### src/rtl/mem_bus_pkg.sv
// Shared definitions for the data-memory/MMIO bus: widths, master ids,
// MMIO window decode and the response record.
package mem_bus_pkg;

    localparam int unsigned ADDR_W = 32;
    localparam int unsigned DATA_W = 32;

    localparam logic [15:0] MMIO_BASE_HI_DEF = 16'hFFFF;

    typedef enum logic {
        M0_CPU = 1'b0,
        M1_PDU = 1'b1
    } master_e;

    localparam int unsigned RSP_ID_W = $bits(master_e);

    typedef struct packed {
        logic    v;
        master_e id;
        logic    mmio;
        logic    we;
    } rsp_t;

    function automatic logic is_mmio(input logic [ADDR_W-1:0] addr,
                                     input logic [15:0]       base_hi);
        return addr[ADDR_W-1:ADDR_W-16] == base_hi;
    endfunction

endpackage

### src/rtl/rr_arb2.sv
// Two-way arbiter: round-robin on ties, or M1 always wins when FIXED_PRIO is set.
module rr_arb2
    import mem_bus_pkg::*;
#(
    parameter bit FIXED_PRIO = 1'b0
) (
    input  logic       clk,
    input  logic       rst,
    input  logic [1:0] req,
    output logic [1:0] gnt
);

    master_e last;

    always_ff @(posedge clk) begin
        if (rst) begin
            last <= M1_PDU;
        end else if (|gnt) begin
            last <= gnt[1] ? M1_PDU : M0_CPU;
        end
    end

    always_comb begin
        gnt = '0;
        if (!rst) begin
            case (req)
                2'b01:   gnt = 2'b01;
                2'b10:   gnt = 2'b10;
                2'b11:   gnt = (FIXED_PRIO || last == M0_CPU) ? 2'b10 : 2'b01;
                default: gnt = '0;
            endcase
        end
    end

endmodule

### src/rtl/dmem_mmio_arbiter.sv
// Shares the DMEM/MMIO slave port between the CPU memory stage (M0) and the
// PDU debug port (M1); one grant per cycle, response one cycle after grant.
module dmem_mmio_arbiter
    import mem_bus_pkg::*;
#(
    parameter bit          FIXED_PRIO   = 1'b0,
    parameter logic [15:0] MMIO_BASE_HI = MMIO_BASE_HI_DEF
) (
    input  logic              clk,
    input  logic              rst,

    input  logic              m0_req,
    input  logic              m0_we,
    input  logic [ADDR_W-1:0] m0_addr,
    input  logic [DATA_W-1:0] m0_wdata,
    output logic              m0_gnt,
    output logic              m0_rvalid,
    output logic [DATA_W-1:0] m0_rdata,

    input  logic              m1_req,
    input  logic              m1_we,
    input  logic [ADDR_W-1:0] m1_addr,
    input  logic [DATA_W-1:0] m1_wdata,
    output logic              m1_gnt,
    output logic              m1_rvalid,
    output logic [DATA_W-1:0] m1_rdata,

    output logic              cpu_stall,

    output logic [ADDR_W-1:0] dmem_addr,
    output logic              dmem_we,
    output logic [DATA_W-1:0] dmem_wdata,
    input  logic [DATA_W-1:0] dmem_rdata,

    output logic [ADDR_W-1:0] mmio_addr,
    output logic              mmio_we,
    output logic [DATA_W-1:0] mmio_wdata,
    input  logic [DATA_W-1:0] mmio_rdata
);

    logic [1:0]        gnt;
    logic              gnt_any;
    master_e           gnt_id;
    logic [ADDR_W-1:0] g_addr;
    logic [DATA_W-1:0] g_wdata;
    logic              g_we;
    logic              g_mmio;

    rsp_t              rsp;
    logic [DATA_W-1:0] mmio_q;
    logic [DATA_W-1:0] rsp_data;

    rr_arb2 #(.FIXED_PRIO(FIXED_PRIO)) u_arb (
        .clk (clk),
        .rst (rst),
        .req ({m1_req, m0_req}),
        .gnt (gnt)
    );

    assign m0_gnt    = gnt[0];
    assign m1_gnt    = gnt[1];
    assign gnt_any   = |gnt;
    assign gnt_id    = gnt[1] ? M1_PDU : M0_CPU;
    assign cpu_stall = m0_req & ~gnt[0];

    always_comb begin
        g_addr  = gnt[1] ? m1_addr  : m0_addr;
        g_wdata = gnt[1] ? m1_wdata : m0_wdata;
        g_we    = gnt[1] ? m1_we    : m0_we;
        g_mmio  = is_mmio(g_addr, MMIO_BASE_HI);
    end

    // Both slaves see the granted address; only the selected one may write.
    always_comb begin
        dmem_addr  = g_addr;
        mmio_addr  = g_addr;
        dmem_we    = gnt_any & g_we & ~g_mmio;
        mmio_we    = gnt_any & g_we &  g_mmio;
        dmem_wdata = g_mmio ? '0 : g_wdata;
        mmio_wdata = g_mmio ? g_wdata : '0;
    end

    // MMIO reads are combinational, so the word is captured here to line up
    // with the DMEM synchronous read one cycle later.
    always_ff @(posedge clk) begin
        if (rst) begin
            rsp.v    <= 1'b0;
            rsp.id   <= M1_PDU;
            rsp.mmio <= 1'b0;
            rsp.we   <= 1'b0;
            mmio_q   <= '0;
        end else begin
            rsp.v    <= gnt_any;
            rsp.id   <= gnt_id;
            rsp.mmio <= g_mmio;
            rsp.we   <= g_we;
            if (gnt_any && !g_we && g_mmio) begin
                mmio_q <= mmio_rdata;
            end
        end
    end

    // rst also masks rvalid so a response pending at reset is dropped at once.
    always_comb begin
        rsp_data  = rsp.we ? '0 : (rsp.mmio ? mmio_q : dmem_rdata);
        m0_rvalid = rsp.v & ~rst & (rsp.id == M0_CPU);
        m1_rvalid = rsp.v & ~rst & (rsp.id == M1_PDU);
        m0_rdata  = m0_rvalid ? rsp_data : '0;
        m1_rdata  = m1_rvalid ? rsp_data : '0;
    end

endmodule
### config.mk
export PLATFORM = sky130hd
export DESIGN_NAME = dmem_mmio_arbiter
export DESIGN_NICKNAME = d
export VERILOG_FILES = /design/src/rtl/mem_bus_pkg.sv /design/src/rtl/rr_arb2.sv /design/src/rtl/dmem_mmio_arbiter.sv
export SDC_FILE = /design/constraint.sdc
export NUM_CORES = 1
export LEC_CHECK = 0
export ABC_AREA = 1
export CAP_MARGIN = 15
export CORE_AREA = 2 2 153 155
export DETAILED_ROUTE_END_ITERATION = 8
export DIE_AREA = 0 0 155 157
export REMOVE_ABC_BUFFERS = 1
export SETUP_SLACK_MARGIN = 0.2
export SYNTH_ARGS = -nofsm -noshare
export SYNTH_HDL_FRONTEND = slang
export SYNTH_SLANG_ARGS = --single-unit
### constraint.sdc
create_clock -name clk -period 2.5 [get_ports clk]
set_input_delay 0.5 -clock clk [delete_from_list [all_inputs] [get_ports clk]]
set_output_delay 0.5 -clock clk [all_outputs]
set_load 0.02 [all_outputs]
# After elaboration in Yosys (flattened, before gate mapping)
# Cells that the tools add are included.
totals:
  elab_cells: 38
  ff_bits: 37
  in_bits: 198
  output_inout_bits: 199
classes:
  n_reduce_logical: 4
  eq_ne: 4
  muxes: 13
  n_bitwise: 11
op_table:
  columns: ["op", "count"]
  rows:
  - ["$mux W32", 8]
  - ["$eq A16 B16 Y1 const B", 1]
  - ["$and A1 B1 Y1", 7]
  - ["$pmux W2 S3", 1]
  - ["$eq A2 B2 Y1 const B", 2]
  - ["$mux W2", 2]
  - ["$not A1 Y1", 4]
  - ["$eq A2 B1 Y1 const B", 1]
  - ["$logic_and A1 B1 Y1", 2]
  - ["$mux W1", 2]
  - ["$reduce_or A2 Y1", 1]
  - ["$logic_not A1 Y1", 1]

# Longest topological paths before layout
# Gate-level depths: netlist of the first run.
logic_depth:
  ltp_word: 7
  ltp_mapped: 14
  ltp_nobuf: 12

# Hierarchy
# From an unflattened synthesis of the first run, not the netlist that was laid out.
hier_totals:
  hier_cells: 683
  area_unflattened_um2: 3697.3
by_module_without_submodules:
  columns: ["mod", "instances", "area_each_um2", "seq_area_each_um2", "cells_per_inst"]
  rows:
  - ["dmem_mmio_arbiter", 1, 3626.0, 720.7, 670]
  - ["rr_arb2", 1, 71.3, 20.0, 13]

# Least setup slack after synthesis of the first run
# Ideal clock, no wire load.
synth_path:
  path_type: "input to output"
  startpoint: "input port m0_req"
  endpoint: "output port mmio_wdata[10]"
  arrival_time_ns: 2.204
  n_path_buf: 2
  required_time_ns: 2.000
  path_slack_ns: -0.204
  cell_stages: 11
  cell_sequence: "nand2_1 -> clkbuf_1 -> nand3_1 -> nand2_1 -> nand2_1 -> inv_2 -> nand3_1 -> nor2_1 -> nand3_1 -> buf_2 -> nor2_1"
synth_via:
  elab_chain_len: 6
  word_cells_on_any_way: 9
  cone_classes: "eq/ne: 4; mux: 5"
synth_lines:
  columns: ["item", "line_no", "source"]
  rows:
  - ["start, declared", "dmem_mmio_arbiter.sv:12", "input logic m0_req,"]
  - ["$eq A2 B2 Y1 / $eq A2 B1 Y1 (equally long branches)", "rr_arb2.sv:26", "case (req)"]
  - ["$pmux W2 S3 (*)", "rr_arb2.sv:26", null]
  - ["$mux W2 (*)", "rr_arb2.sv:25", "if (!rst) begin"]
  - ["$mux W32 (*)", "dmem_mmio_arbiter.sv:67", "g_addr = gnt[1] ? m1_addr : m0_addr;"]
  - ["net dmem_addr[27]", "dmem_mmio_arbiter.sv:30", "output logic [ADDR_W-1:0] dmem_addr,"]
  - ["$eq A16 B16 Y1 (*)", "mem_bus_pkg.sv:26", "return addr[ADDR_W-1:ADDR_W-16] == base_hi;"]
  - ["$mux W32 (*)", "dmem_mmio_arbiter.sv:80", "mmio_wdata = g_mmio ? g_wdata : '0;"]
  - ["end, declared", "dmem_mmio_arbiter.sv:37", "output logic [DATA_W-1:0] mmio_wdata,"]
# The timed path passes the listed nets; every way through them passes the cells marked *.

# Final worst setup path of the first run
layout_path:
  startpoint: "register u_arb.last"
  endpoint: "output port mmio_wdata[14]"
layout_via:
  elab_chain_len: 6
  word_cells_on_any_way: 7
  cone_classes: "eq/ne: 1; mux: 6"
layout_lines:
  columns: ["item", "line_no", "source"]
  rows:
  - ["start, declared", "rr_arb2.sv:13", "master_e last;"]
  - ["start signal, assigned", "rr_arb2.sv:19", "last <= gnt[1] ? M1_PDU : M0_CPU;"]
  - ["$mux W2 (*)", "rr_arb2.sv:29", "2'b11: gnt = (FIXED_PRIO || last == M0_CPU) ? 2'b10 : 2'b01;"]
  - ["$pmux W2 S3 (*)", "rr_arb2.sv:26", null]
  - ["$mux W2 (*)", "rr_arb2.sv:25", null]
  - ["$mux W32", "dmem_mmio_arbiter.sv:67", null]
  - ["$eq A16 B16 Y1", "mem_bus_pkg.sv:26", null]
  - ["$mux W32 (*)", "dmem_mmio_arbiter.sv:80", null]
# Mark *: on every way between the ends. The rest lies on a longest branch, timed or not.

==> flow_metrics.env, run 1 <==
export IMPL_status="finished, violations left"
export IMPL_violations="setup timing"
export IMPL_ioPinCount=397
export IMPL_p_total_mw=2.85
export IMPL_netlist_area_sq_mm=0.00395
export IMPL_drt_first_iter_violations=187
export IMPL_clock_root_buffer="clkbuf_16"
export IMPL_max_vdd_ir_drop_mv=0.187
export IMPL_p_per_area_mw_per_mm2=279
export IMPL_worst_setup_path_end_kind="output pin"
export IMPL_slowest_stage="mux2i_1"
export IMPL_period_needed_ns=2.78
export IMPL_power_internal_mw=1.89
export IMPL_stdcell_count=1499
export IMPL_seq_area_frac_synth_pct=18.7
export IMPL_numCtsBuffers=5
export IMPL_critPathMaxStageDelay_ns=0.48
export IMPL_cpMostUsedCell="buf_4"
export IMPL_design_die_area_sq_mm=0.0243
export IMPL_vias=6228
export IMPL_ys_seq_elements=37
export IMPL_start_util_pct=17.6
export IMPL_grt_pass1_wl_mm=33.6
export IMPL_clkSinkCount=37
export IMPL_cts_buffer_depth=2
export IMPL_wire_per_inst_um=16.2
export IMPL_fin_ws_ns=-0.282
export IMPL_clockPowerShare_pct=26.3
export IMPL_post_route_period_util_pct=111
export IMPL_path_cells="nand2_4 -> buf_6 -> nand3_4 -> buf_4 -> buf_4 -> buf_6 -> mux2i_1 -> nor2_1 -> buf_4"
export IMPL_dr_pass1_iters=4
export IMPL_antenna_found_initial=2
export IMPL_cp_max_fo=24
export IMPL_slew_headroom_pct=67.2
export IMPL_drt_total_wl_mm=24.3
export IMPL_clock_skew_final_ns=0.00559
export IMPL_final_common_cell="clkdlybuf4s50_1"
export IMPL_required_ns=2.00
export IMPL_drc=0
export IMPL_grt_ovfl_total=0
export IMPL_p_switching_uw=966
export IMPL_hold_viol=0
export IMPL_cts_tree="yes"
export IMPL_cts_hold_buffers=0
export IMPL_ant_nets=0
export IMPL_die_w_um=155
export IMPL_p_comb_share_pct=52.8
export IMPL_final_layout_size_suffix_gt1_share_pct=39.9
export IMPL_setup_violations=98
export IMPL_track_usage_pct=17.7
export IMPL_path_clk_slew_ns=0.05
export IMPL_switching_share_pct=33.9
export IMPL_fin_nets=1409
export IMPL_rsz0062_at_grt="true"
export IMPL_area_growth_synth_to_final_pct=159
export IMPL_die_y_um=157
export IMPL_layout_common_cells="clkdlybuf4s50_1 (189), nor2_1 (106), nand2_1 (105)"
export IMPL_first_global_vias=5955
export IMPL_place_gp_congestion=0.895
export IMPL_cts_htree_levels=2
export IMPL_yosys_warnings=0
export IMPL_core_sq_mm=0.0225
export IMPL_insertion_delay_ns=0.28
export IMPL_viasPerCell=4.15
export IMPL_hold_ws_ns=0.519
export IMPL_drv_cap=0
export IMPL_io_buffers=396
export IMPL_yosysUniqueCellTypes=21
export IMPL_worstSetupPathType="flop to output pin"
export IMPL_leakagePower_nw=4.95
export IMPL_utilization_pct=45.5
export IMPL_max_freq_ghz=0.359
export IMPL_critPathArrivalTime_ns=2.28
export IMPL_netlist_instances=744
export IMPL_num_rows=55
export IMPL_dp_hpwl_mm=17.6
export IMPL_syn_area_per_cell_sq_um=5.31
export IMPL_grt_max_degree=42
export IMPL_tightest_slew_ns=0.478
export IMPL_startpoint_type="flop"
export IMPL_min_path_type="primary input to flop"
export IMPL_dpl_cell_count=1434
export IMPL_slew_violations=0
export IMPL_sequentialPowerShare_pct=20.9
## layer usage
metal	global-route usage [%]	share of wire, %
met5	0	0
met4	5.34	2.7
met3	3.61	7.1
met2	33.1	52
met1	20.1	38
## cell families after synthesis
logic type	count (synthesis)	share of synthesized area (%)
multiplexers	32	8.10
AO/OA/AOI/OAI	67	8.61
flip-flops	37	18.7
buffers and inverters	196	22.9
AND/OR/NAND/NOR	412	41.7
## power groups by stage
stage / clock, mW / combinational [mW] / sequential (mW)
3_5_place_dp: 0 / 1.34 / 0.609
2_1_floorplan: 0 / 0.474 / 0.615
6_report: 0.749 / 1.51 / 0.596
5_1_grt: 0.802 / 1.60 / 0.596
3_3_place_gp: 0 / 1.35 / 0.609
4_1_cts: 0.779 / 1.32 / 0.596
## worst paths after layout
check / end / slack [ns] / depth (start not counted) / start
setup reg to reg: mmio_q[20] / -0.07 / 22 / u_arb.last
setup / recovery: mmio_wdata[14] / -0.28 / 9 / u_arb.last
hold reg to reg: mmio_q[15] / 0.52 / 4 / mmio_q[15]
hold / removal: u_arb.last / 0.52 / 3 / m0_req
## per-stage QoR
step	setup WS [ns]	setup TNS (ns)	cell area (sq um)
floorplan	-2.83	-242.20	3490
CTS	-0.253	-15.91	9140
global placement	-1.09	-150.96	8580
finish	-0.282	-15.66	10200
global route	-0.388	-26.42	10200
detailed placement	-1.12	-155.99	8580
## cell usage after synthesis
cell,n,share of area (%)
buf_2,18,2.3
clkbuf_1,17,1.6
nor3_1,2,0.25
inv_1,114,11
mux2i_1,32,8.1
a211oi_1,1,0.19
nand3_1,52,6.6
inv_2,3,0.28
nand3_4,1,0.44
buf_6,3,0.85
o211ai_1,1,0.19
nand2_1,173,16
buf_1,8,0.76
dfxtp_1,37,19
a21oi_1,33,4.2
buf_4,33,6.3
o21ai_0,32,4.1
nand4_1,1,0.16
nand3b_1,4,0.76
nor2_1,178,17
nor4_1,1,0.16
## repair_timing
item,in CTS,in global routing
hold endpoints to repair,0,0
buffers inserted,33,8
pin swaps,17,68
cloned,7,7
endpoints found under the setup margin,232,189
resized for setup,641,406
## state kept, by name, indices dropped and copies added, names as in the netlist
register / flops
mmio_q: 32
rsp: 4
u_arb.last: 1
## layout make-up
class	count	area, sq um
fill	2311	12300
timing repair buffer	538	5320
multi-input combinational	512	3180
sequential	37	746
inverter	117	454
tap	285	357
clock buffer	7	143
clock inverter	1	30.0
antenna	2	5.00
## critical path, delay by kind of cell (launching register included)
kind,cells,cell delay [ns]
buf+inv,5,0.81
flops,1,0.34
mux,1,0.48
simple gates,3,0.33
Note: power is estimated with default switching activity, not from simulation.
==> inputs of run 2 (changes only) <==
CELL_PAD_IN_SITES_DETAIL_PLACEMENT = 0   (was unset)
CELL_PAD_IN_SITES_GLOBAL_PLACEMENT = 1   (was unset)
CORE_AREA = unset   (was 2 2 153 155)
CORE_MARGIN = 2   (was unset)
CORE_UTILIZATION = 17   (was unset)
DIE_AREA = unset   (was 0 0 155 157)
PLACE_DENSITY_LB_ADDON = 0.1   (was unset)
==> run 2 against run 1 <==
  * The run still ends with setup timing left
  * Combinational power fell by 3%
  * First-iteration DRC count fell by 11%
  * Total power fell by 5.6%
  * Largest power group unchanged
==> flow_metrics.env, run 2 (same netlist as run 1, synthesis figures left out) <==
export IMPL_insertion_delay_ns=0.28
export IMPL_place_gp_congestion=0.850
export IMPL_max_vdd_ir_drop_mv=0.202
export IMPL_clkSinkCount=37
export IMPL_design_die_area_sq_mm=0.0245
export IMPL_layout_common_cells="clkdlybuf4s50_1 (193), buf_4 (140), nand2_1 (106)"
export IMPL_worstSetupPathType="primary input to output pin"
export IMPL_fin_ws_ns=-0.279
export IMPL_io_buffers=396
export IMPL_grt_ovfl_total=0
export IMPL_die_w_um=157
export IMPL_cp_max_fo=8
export IMPL_area_growth_synth_to_final_pct=153
export IMPL_track_usage_pct=18.9
export IMPL_die_y_um=157
export IMPL_startpoint_type="primary input"
export IMPL_antenna_diode_count=0
export IMPL_required_ns=2.00
export IMPL_slowest_stage="nor2_4"
export IMPL_viasPerCell=4.11
export IMPL_dpl_worst_slack_ns=-1.07
export IMPL_slew_violations=0
export IMPL_violations="setup timing"
export IMPL_p_total_mw=2.69
export IMPL_status="finished, violations left"
export IMPL_power_internal_mw=1.76
export IMPL_antenna_found_initial=1
export IMPL_drv_cap=0
export IMPL_ioPinCount=397
export IMPL_hold_ws_ns=0.522
export IMPL_p_switching_uw=933
export IMPL_first_global_vias=6235
export IMPL_slew_headroom_pct=56.0
export IMPL_post_route_period_util_pct=111
export IMPL_grt_pass1_wl_mm=35.7
export IMPL_min_path_type="flop to flop"
export IMPL_p_per_area_mw_per_mm2=269
export IMPL_max_freq_ghz=0.360
export IMPL_p_comb_share_pct=54.3
export IMPL_worst_setup_path_end_kind="output pin"
export IMPL_drt_first_iter_violations=166
export IMPL_cts_tree="yes"
export IMPL_setup_violations=98
export IMPL_drc=0
export IMPL_grt_max_degree=40
export IMPL_sequentialPowerShare_pct=22.2
export IMPL_largest_register_ffs=32
export IMPL_dp_hpwl_mm=18.6
export IMPL_num_rows=55
export IMPL_path_clk_slew_ns=0.05
export IMPL_critPathArrivalTime_ns=2.28
export IMPL_critPathMaxStageDelay_ns=0.21
export IMPL_leakagePower_nw=4.89
export IMPL_switching_share_pct=34.6
export IMPL_hold_viol=0
export IMPL_period_needed_ns=2.78
export IMPL_rsz0062_at_grt="true"
export IMPL_core_sq_mm=0.0227
export IMPL_path_cells="buf_2 -> nand2_4 -> nand3_4 -> buf_12 -> buf_16 -> nand2_1 -> nand2_2 -> nand2_1 -> nor2_4 -> nand2_2 -> nor2_4 -> buf_6 -> buf_16 -> buf_4 -> nor2_4 -> buf_6"
export IMPL_cts_htree_levels=2
export IMPL_fin_nets=1416
export IMPL_drt_total_wl_mm=24.7
export IMPL_start_util_pct=17.4
export IMPL_vias=6180
export IMPL_ant_nets=0
export IMPL_top_regs="mmio_q (32), rsp (4), u_arb.last (1)"
export IMPL_regMostFlops="mmio_q"
export IMPL_cts_buffer_depth=2
export IMPL_fin_tns_setup_ns=-19.35
export IMPL_final_layout_size_suffix_gt1_share_pct=42.5
export IMPL_dr_pass1_iters=5
export IMPL_wire_per_inst_um=16.4
export IMPL_final_common_cell="clkdlybuf4s50_1"
export IMPL_cpMostUsedCell="nor2_4"
export IMPL_clockPowerShare_pct=23.4
export IMPL_clock_skew_final_ns=0.00815
export IMPL_numCtsBuffers=5
export IMPL_tightest_slew_ns=0.642
export IMPL_clock_root_buffer="clkbuf_16"
-- run 2: changes by cell type in the layout (fill, tap and decap cells not counted), sizes merged, moves of 2 or more --
cell / delta
clkdlybuf4s15: -15
clkbuf: -9
diode: -2
buf: +61
dlygate4sd2: -33
clkdlybuf4s50: +4
-- run 2: worst paths after layout --
path / startpoint / to / slack, ns / depth (start not counted)
hold / removal: mmio_q[7] / mmio_q[7] / 0.52 / 4
setup reg to reg: u_arb.last / mmio_q[9] / -0.09 / 21
hold reg to reg: mmio_q[7] / mmio_q[7] / 0.52 / 4
setup / recovery: m0_req / dmem_wdata[19] / -0.28 / 16
-- run 2: power groups by stage --
stage,logic [mW],clock network (mW),registers [mW]
2_1_floorplan,0.474,0,0.615
3_3_place_gp,1.34,0,0.610
3_5_place_dp,1.33,0,0.610
4_1_cts,1.39,0.663,0.598
5_1_grt,1.57,0.684,0.599
6_report,1.46,0.631,0.599
-- run 2: layout make-up --
| class | instances | area [sq um] |
|---|---|---|
| fill | 2431 | 12700 |
| timing repair buffer | 546 | 5270 |
| multi-input combinational | 511 | 3050 |
| sequential | 37 | 743 |
| inverter | 117 | 444 |
| tap | 285 | 357 |
| clock buffer | 6 | 139 |
| clock inverter | 1 | 7.51 |
-- run 2: layer usage --
| metal | vias to the layer above | part of all wire, % | track usage, % |
|---|---|---|---|
| li1 | 3159 | - | - |
| met1 | 2780 | 37 | 19.7 |
| met2 | 213 | 53 | 36.6 |
| met3 | 26 | 7.7 | 5.62 |
| met4 | 2 | 2.2 | 4.94 |
| met5 | - | 0.049 | 0 |
-- run 2: repair_timing --
action                     in CTS  in global routing
setup endpoints to repair     230                212
buffers inserted               45                 11
cloned                          8                  3
gates resized for setup       761                368
pin swaps                      48                 27
hold buffers                    0                  0
hold endpoints to repair        0                  0
-- run 2: metrics by stage --
| stage | instance area (sq um) | cells | util [%] |
|---|---|---|---|
| finish | 10000 | 1503 | 44.1 |
| global route | 10000 | 1503 | 44.1 |
| CTS | 9410 | 1489 | 41.4 |
| detailed placement | 8550 | 1429 | 37.7 |
| global placement | 8550 | 1429 | 37.7 |
| floorplan | 3490 | 665 | - |
-- run 2: worst max-delay path, delay by kind of cell --
kind	cells	cell delay, ns
buffers and inverters	7	0.87
AND/OR/NAND/NOR	9	0.89
==> inputs of run 3 (changes only) <==
CORE_AREA = 2 2 153 155   (was unset)
CORE_MARGIN = unset   (was 2)
CORE_UTILIZATION = unset   (was 17)
CTS_CLUSTER_DIAMETER = 120   (was unset)
DIE_AREA = 0 0 155 157   (was unset)
DONT_BUFFER_PORTS = 1   (was unset)
REMOVE_ABC_BUFFERS = unset   (was 1)
==> run 3 against run 2 <==
  * The run still ends with setup timing left
  * Maximum frequency rose by 8.0%
  * Critical path depth down 7
  * Worst setup slack better by 0.21 ns
  * Sequential share of layout area up 3.4 points
  * Sequential power barely moved
  * Largest cell class is now multi-input gates
  * Clock power up 0.6%
  * Worst hold slack got worse by 0.25 ns
  * Total power shrank 16%
  * Utilization down 14 points
==> flow_metrics.env, run 3 (same netlist as run 1, synthesis figures left out) <==
export IMPL_grt_pass1_wl_mm=28.5
export IMPL_insertion_delay_ns=0.29
export IMPL_grt_ovfl_total=0
export IMPL_utilization_pct=30.5
export IMPL_layout_common_cells="buf_4 (117), nand2_1 (115), inv_1 (112)"
export IMPL_violations="setup timing"
export IMPL_final_layout_size_suffix_gt1_share_pct=41.8
export IMPL_wire_per_inst_um=17.3
export IMPL_startpoint_type="flop"
export IMPL_viasPerCell=4.28
export IMPL_top_regs="mmio_q (32), rsp (4), u_arb.last (1)"
export IMPL_largest_register_ffs=32
export IMPL_rsz0062_at_grt="true"
export IMPL_ant_nets=0
export IMPL_place_gp_congestion=0.794
export IMPL_max_vdd_ir_drop_mv=0.203
export IMPL_io_buffers=0
export IMPL_final_common_cell="buf_4"
export IMPL_dr_pass1_iters=4
export IMPL_drt_first_iter_violations=214
export IMPL_design_die_area_sq_mm=0.0243
export IMPL_worstHoldStart="rst"
export IMPL_core_sq_mm=0.0225
export IMPL_post_route_period_util_pct=103
export IMPL_drc=0
export IMPL_leakagePower_nw=3.17
export IMPL_antenna_diode_count=0
export IMPL_required_ns=2.00
export IMPL_antenna_found_initial=0
export IMPL_area_growth_synth_to_final_pct=73.7
export IMPL_first_global_vias=4871
export IMPL_min_path_type="primary input to flop"
export IMPL_clock_root_buffer="clkbuf_16"
export IMPL_period_needed_ns=2.57
export IMPL_start_util_pct=17.6
export IMPL_critPathArrivalTime_ns=2.07
export IMPL_dp_hpwl_mm=14.6
export IMPL_num_rows=55
export IMPL_clock_skew_final_ns=0.00593
export IMPL_ff2ff_path_depth=16
export IMPL_timing_rr_start="u_arb.last"
export IMPL_synth_fp_nets=942
export IMPL_max_freq_ghz=0.389
export IMPL_numCtsBuffers=5
export IMPL_slew_headroom_pct=68.7
export IMPL_fin_nets=1042
export IMPL_drv_cap=0
export IMPL_worstSetupPathType="flop to output pin"
export IMPL_path_clk_slew_ns=0.06
export IMPL_hold_viol=0
export IMPL_fin_ws_ns=-0.0720
export IMPL_cts_buffer_depth=2
export IMPL_r2r_end="mmio_q[5]"
export IMPL_track_usage_pct=15.1
export IMPL_regMostFlops="mmio_q"
export IMPL_vias=4839
export IMPL_clkSinkCount=37
export IMPL_regToRegSetupSlack_ns=0.36
export IMPL_hold_end="rsp[1]"
export IMPL_fin_tns_setup_ns=-1.47
export IMPL_drt_total_wl_mm=19.5
export IMPL_status="finished, violations left"
export IMPL_setup_violations=36
export IMPL_cp_max_fo=11
export IMPL_cts_htree_levels=2
export IMPL_die_y_um=157
export IMPL_p_per_area_mw_per_mm2=328
export IMPL_slew_violations=0
export IMPL_cts_tree="yes"
export IMPL_ioPinCount=397
export IMPL_hold_depth=1
export IMPL_grt_max_degree=65
export IMPL_die_w_um=155
export IMPL_tightest_slew_ns=0.457
export IMPL_worst_setup_path_end_kind="output pin"
run 3: cell types whose count changed in the layout (fill, tap and decap cells not counted), moves of 18 or more:
cell,delta
clkdlybuf4s50_1,-193
nand2_2,-18
buf_4,-23
buf_2,-36
clkbuf_2,-30
buf_6,-82
mux2i_1,-27
mux2i_2,+23
run 3: metrics by stage:
step / hold slack [ns] / instance area, sq um / setup slack, ns / power, mW / std cells
final: 0.275 / 6870 / -0.0720 / 2.25 / 1130
after global routing: 0.261 / 6870 / -0.180 / 2.39 / 1130
after CTS: 0.259 / 6310 / -0.116 / 2.21 / 1117
after detailed placement: 0.504 / 5630 / -0.118 / 1.48 / 1091
after global placement: 0.504 / 5630 / -0.128 / 1.48 / 1091
after floorplan: 0.492 / 4500 / 0.142 / 1.23 / 744
run 3: where the power goes:
group	internal (mW)	switching, mW
combinational	0.398	0.623
sequential	0.594	0.00324
clock	0.367	0.268
total	1.36	0.894
run 3: layout make-up:
class / instances / area (sq um)
Sequential cell: 37 / 746
Clock inverter: 2 / 10.0
Inverter: 117 / 457
Multi-Input combinational cell: 513 / 3340
Timing Repair Buffer: 170 / 1830
Tap cell: 285 / 357
Fill cell: 2513 / 15600
Clock buffer: 6 / 129
run 3: worst max-delay path by stage:
stage | slack (ns) | startpoint | cells after the start | end
finish | -0.07 | u_arb.last | 9 | mmio_wdata[27]
global route | -0.18 | u_arb.last | 9 | mmio_wdata[21]
CTS | -0.12 | u_arb.last | 9 | mmio_wdata[21]
detailed placement | -0.12 | m0_req | 9 | mmio_wdata[0]
global placement | -0.13 | m0_req | 12 | dmem_we
floorplan | 0.14 | m0_req | 12 | mmio_wdata[10]
run 3: critical path, cell delays in order (launching register included):
cell      delay, ns
dfxtp_4        0.37
nand2_8        0.10
buf_12         0.16
nand3b_1       0.10
nand2_2        0.08
nor4_4         0.33
nand3_4        0.17
buf_12         0.17
buf_16         0.15
nor2_4         0.15
run 3: metal layers:
layer	GRT usage, %	share of wire (%)
met4	3.35	1.3
met2	27.8	53
met5	0	0
met1	18.0	40
met3	2.92	5.5
run 3: what timing repair did:
item                                    4_1_cts  5_1_grt
endpoints found under the setup margin      103      120
setup buffers                                12       12
hold buffers                                  0        0
resized for setup                            80      110
gates cloned                                  6        1
pin swaps                                     8       14
